--- src/rtl/ro_counter.sv ---
`default_nettype none
// ============================================================================
//  Module      : ro_counter
//  Description : Ring-oscillator frequency meter. Enables the oscillator,
//                lets it settle for SETTLE_CYCLES clk cycles, then counts
//                synchronized rising edges of ro_in over WINDOW_CYCLES clk
//                cycles and publishes the result with a one-cycle done pulse.
//                Optional macro RO_COUNTER_SATURATE_EN: saturating running
//                counter with sticky overflow; otherwise the counter wraps
//                and overflow is constant 0.
//  Revision    : 1.0 - initial release
// ============================================================================
module ro_counter #(
    parameter int COUNT_WIDTH   = 16,
    parameter int SETTLE_CYCLES = 8,
    parameter int WINDOW_CYCLES = 1024
) (
    input  logic                   clk,
    input  logic                   rst,
    input  logic                   start,
    input  logic                   ro_in,
    output logic                   ro_enable,
    output logic                   busy,
    output logic                   done,
    output logic [COUNT_WIDTH-1:0] count,
    output logic                   overflow
);

    // One shared phase timer covers both SETTLE and COUNT; it only has to
    // reach the larger of the two lengths minus one.
    localparam int c_TIMER_MAX = (SETTLE_CYCLES > WINDOW_CYCLES) ? SETTLE_CYCLES : WINDOW_CYCLES;
    localparam int c_TIMER_W   = (c_TIMER_MAX > 1) ? $clog2(c_TIMER_MAX) : 1;

    localparam logic [c_TIMER_W-1:0] c_SETTLE_LAST = c_TIMER_W'(SETTLE_CYCLES - 1);
    localparam logic [c_TIMER_W-1:0] c_WINDOW_LAST = c_TIMER_W'(WINDOW_CYCLES - 1);

    typedef enum logic [1:0] {
        S_IDLE   = 2'd0,
        S_SETTLE = 2'd1,
        S_COUNT  = 2'd2,
        S_DONE   = 2'd3
    } state_t;

    state_t                 r_state;
    logic [c_TIMER_W-1:0]   r_timer;
    logic [COUNT_WIDTH-1:0] r_run;
    logic                   r_sync1;
    logic                   r_sync2;
    logic                   r_hist;
    logic                   w_edge;
    logic [COUNT_WIDTH-1:0] w_run_next;
    logic                   w_sat_next;
`ifdef RO_COUNTER_SATURATE_EN
    logic                   r_sat;
`endif

    // Two-flop synchronizer for the asynchronous oscillator plus a history flop
    always_ff @(posedge clk) begin
        if (rst) begin
            r_sync1 <= 1'b0;
            r_sync2 <= 1'b0;
            r_hist  <= 1'b0;
        end else begin
            r_sync1 <= ro_in;
            r_sync2 <= r_sync1;
            r_hist  <= r_sync2;
        end
    end

    assign w_edge = r_sync2 & ~r_hist;

    // Next value of the running edge counter (only committed during COUNT)
    always_comb begin
        w_run_next = r_run;
`ifdef RO_COUNTER_SATURATE_EN
        w_sat_next = r_sat;
        if (w_edge) begin
            if (&r_run) begin
                w_sat_next = 1'b1;
            end else begin
                w_run_next = r_run + COUNT_WIDTH'(1);
            end
        end
`else
        w_sat_next = 1'b0;
        if (w_edge) begin
            w_run_next = r_run + COUNT_WIDTH'(1);
        end
`endif
    end

    // Measurement FSM with registered status outputs; the result registers
    // load on the edge entering DONE so count is already valid while done=1.
    always_ff @(posedge clk) begin
        if (rst) begin
            r_state   <= S_IDLE;
            r_timer   <= '0;
            r_run     <= '0;
`ifdef RO_COUNTER_SATURATE_EN
            r_sat     <= 1'b0;
`endif
            ro_enable <= 1'b0;
            busy      <= 1'b0;
            done      <= 1'b0;
            count     <= '0;
            overflow  <= 1'b0;
        end else begin
            done <= 1'b0;
            case (r_state)
                S_IDLE: begin
                    if (start) begin
                        r_state   <= S_SETTLE;
                        r_timer   <= '0;
                        r_run     <= '0;
`ifdef RO_COUNTER_SATURATE_EN
                        r_sat     <= 1'b0;
`endif
                        ro_enable <= 1'b1;
                        busy      <= 1'b1;
                    end
                end
                S_SETTLE: begin
                    r_run <= '0;
                    if (r_timer == c_SETTLE_LAST) begin
                        r_state <= S_COUNT;
                        r_timer <= '0;
                    end else begin
                        r_timer <= r_timer + c_TIMER_W'(1);
                    end
                end
                S_COUNT: begin
                    r_run <= w_run_next;
`ifdef RO_COUNTER_SATURATE_EN
                    r_sat <= w_sat_next;
`endif
                    if (r_timer == c_WINDOW_LAST) begin
                        r_state   <= S_DONE;
                        r_timer   <= '0;
                        ro_enable <= 1'b0;
                        done      <= 1'b1;
                        count     <= w_run_next;
                        overflow  <= w_sat_next;
                    end else begin
                        r_timer <= r_timer + c_TIMER_W'(1);
                    end
                end
                S_DONE: begin
                    r_state <= S_IDLE;
                    busy    <= 1'b0;
                end
                default: begin
                    r_state   <= S_IDLE;
                    ro_enable <= 1'b0;
                    busy      <= 1'b0;
                end
            endcase
        end
    end

endmodule
`default_nettype wire

--- config.mk ---
export PLATFORM = sky130hd
export DESIGN_NAME = ro_counter
export DESIGN_NICKNAME = d
export VERILOG_FILES = /design/src/rtl/ro_counter.sv
export SDC_FILE = /design/constraint.sdc
export NUM_CORES = 1
export LEC_CHECK = 0
export BUFFER_PORTS_ARGS = -buffer_cell sky130_fd_sc_hd__buf_2
export CAP_MARGIN = 10
export CORE_MARGIN = 5
export CORE_UTILIZATION = 55
export DETAILED_ROUTE_END_ITERATION = 7
export GPL_TIMING_DRIVEN = 0
export PLACE_DENSITY_LB_ADDON = 0.2
export SKIP_LAST_GASP = 1
export SLEW_MARGIN = 20
export SYNTH_ARGS = -nofsm -noshare
export SYNTH_HDL_FRONTEND = slang
export SYNTH_SLANG_ARGS = --single-unit
--- constraint.sdc ---
create_clock -name clk -period 2.31 [get_ports clk]
set_input_delay 0.462 -clock clk [delete_from_list [all_inputs] [get_ports clk]]
set_output_delay 0.462 -clock clk [all_outputs]
set_load 0.02 [all_outputs]
### Word level (Yosys, flattened, before mapping)

Cells that the tools add are included.

| word-level totals | value |
|---|---|
| bits of input ports | 4 |
| register bits after elaboration | 50 |
| word-level logic and storage cells | 49 |

| cells by class | value |
|---|---|
| bitwise logic cells | 3 |
| reductions and logical operators | 10 |
| mux-type cells | 16 |
| add/subtract/negate cells | 2 |
| eq/ne operators | 8 |

Operators with widths:

| operator | count |
|---|---|
| 16-bit one-hot mux with 3 select lines | 1 |
| 16-bit 2-to-1 mux | 2 |
| 10-bit 2-to-1 mux | 3 |
| 10-bit one-hot mux with 3 select lines | 1 |
| 16-bit by 1-bit adder with 16-bit output, second input constant | 1 |
| 10-bit by 1-bit adder with 10-bit output, second input constant | 1 |
| 10-bit equality test, second input constant | 1 |
| 10-bit by 3-bit equality test with 1-bit output, second input constant | 1 |
| 2-bit one-hot mux with 4 select lines | 1 |
| 2-bit 2-to-1 mux | 3 |
| 2-bit != test, second input constant | 3 |
| 2-bit AND reduction | 3 |
| 3-bit AND reduction | 2 |
| 2-bit equality test, second input constant | 2 |
| 1-bit one-hot mux with 2 select lines | 2 |
| 2-bit nonzero test | 2 |
| 1-bit 2-to-1 mux | 3 |
| 3-bit nonzero test | 1 |
| 2-bit by 1-bit equality test with 1-bit output, second input constant | 1 |
| 2-bit zero test | 1 |
| 1-bit NOT | 2 |
| 2-bit OR reduction | 1 |
| 1-bit AND | 1 |

### Longest topological paths before layout

| logic depth | value |
|---|---|
| word-level depth | 4 |
| depth in mapped cells | 8 |

### Worst setup path before layout

No wires, ideal clock.

| timing path | value |
|---|---|
| path type | register to register |
| start | register r_state[0] |
| end | register r_run[12] |
| stages on the path, launching flop included | 9 |
| path slack | 0.428 ns |
| setup time | 0.132 ns |
| buffers on the path | 1 |
| arrival time | 1.750 ns |
| cell sequence | dfxtp_1 > inv_1 > ha_1 > mux2i_1 > nand2b_1 > clkbuf_1 > nor2_1 > mux2i_1 > a21oi_1 |

| on the way | value |
|---|---|
| word-level cells in the longest chain between the ends | 3 |
| elaborated cells between the ends (all ways) | 7 |
| classes of those cells | 3 x eq/ne; 1 x mux; 3 x reduce/logical |

RTL lines:

| what | RTL line | RTL |
|---|---|---|
| start: declaration | 44 | `state_t r_state;` |
| start signal: assignment | 96 | `r_state <= S_IDLE;` |
| start signal: assignment | 112 | `r_state <= S_SETTLE;` |
| start signal: assignment | 125 | `r_state <= S_COUNT;` |
| 2-bit equality test (tied with other cells) | 109 | `case (r_state)` |
| 3-bit nonzero test (no source line) or 2-bit != test (tied branches) | -- |  |
| 2-bit AND reduction (no source line) | -- |  |
| end signal: assignment | 132 | `r_run <= w_run_next;` |
| end: declaration | 46 | `logic [COUNT_WIDTH-1:0] r_run;` |

Several ways; a longest one is shown, not always the timed one.
A chain may end at the register's enable or synchronous reset.

### Worst setup path after layout

| timing path | value |
|---|---|
| start | register r_run[0] |
| end | register count[12] |

| on the way | value |
|---|---|
| word-level cells in the longest chain between the ends | 2 |

RTL lines:

| what | RTL line | RTL |
|---|---|---|
| 16-bit by 1-bit adder with 16-bit output | 87 | `w_run_next = r_run + COUNT_WIDTH'(1);` |
| 16-bit 2-to-1 mux | 86 | `if (w_edge) begin` |
| end signal: assignment | 141 | `count <= w_run_next;` |
| end: declaration | 25 | `output logic [COUNT_WIDTH-1:0] count,` |

No other way between the ends.

==> reports/results.tsv <==
metric	value	unit
status	finished, final reports clean	
grt_overflow	0	
fill_cells	414	
htree_levels	2	
layoutNonFillerInstCount	382	
drv_cap	0	
ys_types	44	
grt_max_degree	15	
cts_sinks	50	
synth.cells.most_frequent	50 x dfxtp_1, 39 x nor2_1, 25 x nand2_1	
syn_area_per_cell	8.30	um2
fin_crit_sh	91.9	%
clk_pin_slew	90	ps
cp_top_family	simple AND/OR/NAND/NOR gates	
hold_class	input pin to flip-flop	
start_kind	flip-flop	
rsz0062_at_grt	false	
synth_top_area_share	40.2	%
cts.path.max_buffers	2	
drtPass1Iterations	4	
placed_cells	374	
die_area	5980	um2
postRouteAntennaNets	0	
setup_ws	187	ps
worst-setup-path-type	flip-flop to flip-flop	
die_width	77.3	um
core	4380	um2
fin_nets	339	
maxSlewHeadroom	62.6	%
report.final.slew_viol_count	0	
netlist_top_cells_area	dfxtp_1 40%, nor2_1 5.9%, a211oi_1 4.8%	
clk_latency	300	ps
synth.most_common_cell	dfxtp_1	
dp_hpwl	3880	um
use_met1	25.0	%
synth_seq_area_share	40.2	%
finalSetupViolCount	0	
io-pin-count	24	
fin_skew	7.33	ps
fmax	0.471	GHz
finalHoldViolCount	0	
cts_setup_buffers	0	
fin_crit	2120	ps
yosysWarnings	0	
path_cells	ha_1 -> nand3b_1 -> nor2_1 -> nand4_1 -> xor2_1 -> a211oi_1	
syn_to_final_growth	11.0	%
syn_area	2490	um2
use_met2	28.8	%
wl_per_cell	14.1	um
hold_buffers	0	
cp.required	2530	ps
synth-seq-cells	50	
tns	0	ps
remaining_drc_errors	0	
rows	24	
place_congestion	0.843	
synth_top_area_cell	dfxtp_1	
antenna_found_initial	0	
ir_drop	0.634	mV
grt_util_all_layers	18.3	%
layout-drive-gt1-share	13.6	%
synth_flop_cell	dfxtp_1	
grt_pass1_wl	9220	um
grtUsageMet3	4.33	%
grt.busiest_layer	met2	
postSynth.asyncResetShare	0	%
worst_pin_slew	562	ps
slowest_delay	490	ps
routed_wl	5380	um
diodes	0	
dp_slack	-39.5	ps
start_util	56.8	%
p_leak	0.00109	uW
synth_edf_count	0	
grt_pass1_vias	1999	
syn_inst	300	
cts_root_buffer	clkbuf_8	
routed_via_density	5.72	
worstPathArrival	2340	ps
cts_tree	built	
cts_inserted_buffers	5	
critPathBufInv	0	
crit_fanout	7	
drt-initial-drc-count	129	
io_buffers	22	
powerDensity	740	nW/um2
cp_slowest_cell	nor2_1	
cp-end-kind	flip-flop	
die_h	77.3	um
vias	2186	
syn-num-nets	310	
[repair_timing]
action                     in CTS  in global routing
gates resized for setup         1                  2
hold endpoints to repair        0                  0
setup endpoints to repair       6                  7
[registers in the layout, indices dropped and copies added, names as in the netlist]
name / cells
busy: 1
count: 16
done: 1
r_hist: 1
r_run: 16
r_state: 2
r_sync1: 1
r_sync2: 1
r_timer: 10
ro_enable: 1
[cell type report]
| cell class | instances | area (um2) | area share, % |
|---|---|---|---|
| inverters | 9 | 33.8 | 1.22 |
| multi-input cells | 224 | 1380 | 50.0 |
| well taps | 52 | 65.1 | 2.35 |
| clock buffers | 7 | 86.3 | 3.12 |
| repair buffers | 22 | 110 | 3.98 |
| flip-flops and latches | 50 | 1000 | 36.2 |
| clock inverters | 1 | 5.00 | 0.181 |
| plain buffers | 17 | 81.3 | 2.94 |
[placed cells by master (no fill, tap or decap), types with 5 or more instances in the layout]
master / n
a211oi_1: 16
a21o_1: 5
a21oi_1: 18
a22o_1: 5
a31oi_1: 5
and2_1: 6
buf_2: 28
clkbuf_1: 8
clkbuf_8: 6
dfxtp_1: 50
ha_1: 6
inv_1: 9
nand2_1: 25
nand2b_1: 5
nand3_1: 6
nand4_1: 6
nor2_1: 39
nor2b_1: 8
nor3_1: 11
o21ai_0: 11
xnor2_1: 5
xor2_1: 10
[metrics by stage]
| step | area [um2] | util (%) | power (uW) | hold slack (ps) |
|---|---|---|---|---|
| after floorplan | 2490 | - | 1380 | 414 |
| after global placement | 2670 | 60.8 | 1510 | 421 |
| after detailed placement | 2670 | 60.8 | 1530 | 428 |
| after CTS | 2760 | 62.9 | 2050 | 364 |
| after global routing | 2770 | 63.1 | 2180 | 381 |
| final | 2770 | 63.1 | 2050 | 365 |
[worst register-to-register path, cell delays in order, from the launching register on]
cell	delay, ps
dfxtp_1	450
ha_1	190
nand3b_1	230
nor2_1	490
nand4_1	270
xor2_1	200
a211oi_1	210
[worst paths after layout]
check	start	endpoint	slack, ps	depth (start not counted)
hold reg to reg	r_sync1	r_sync2	450	1
hold / removal	ro_in	r_sync1	360	2
setup / recovery	r_run[0]	count[12]	190	6
setup reg to reg	r_run[0]	count[12]	190	6
[metal layers]
layer / routed length (um) / up-vias / part of all wire, %
li1: - / 1121 / -
met1: 2590 / 1013 / 48
met2: 2470 / 44 / 46
met3: 264 / 8 / 4.9
met4: 65 / 0 / 1.2
met5: 0 / - / 0
[report_power, final]
part	internal, uW	switching, uW
clock	242	278
combinational	204	405
sequential	893	24.5
[cell families after synthesis]
family | Yosys count | share of synthesized area, %
simple gates | 126 | 25.9
buf+inv | 26 | 4.57
compound gates | 72 | 19.3
fa+ha+maj | 6 | 3.01
xor+xnor | 15 | 5.27
other cells | 1 | 0.151
mux | 4 | 1.61
flops | 50 | 40.2
(Power assumes the default switching activity.)
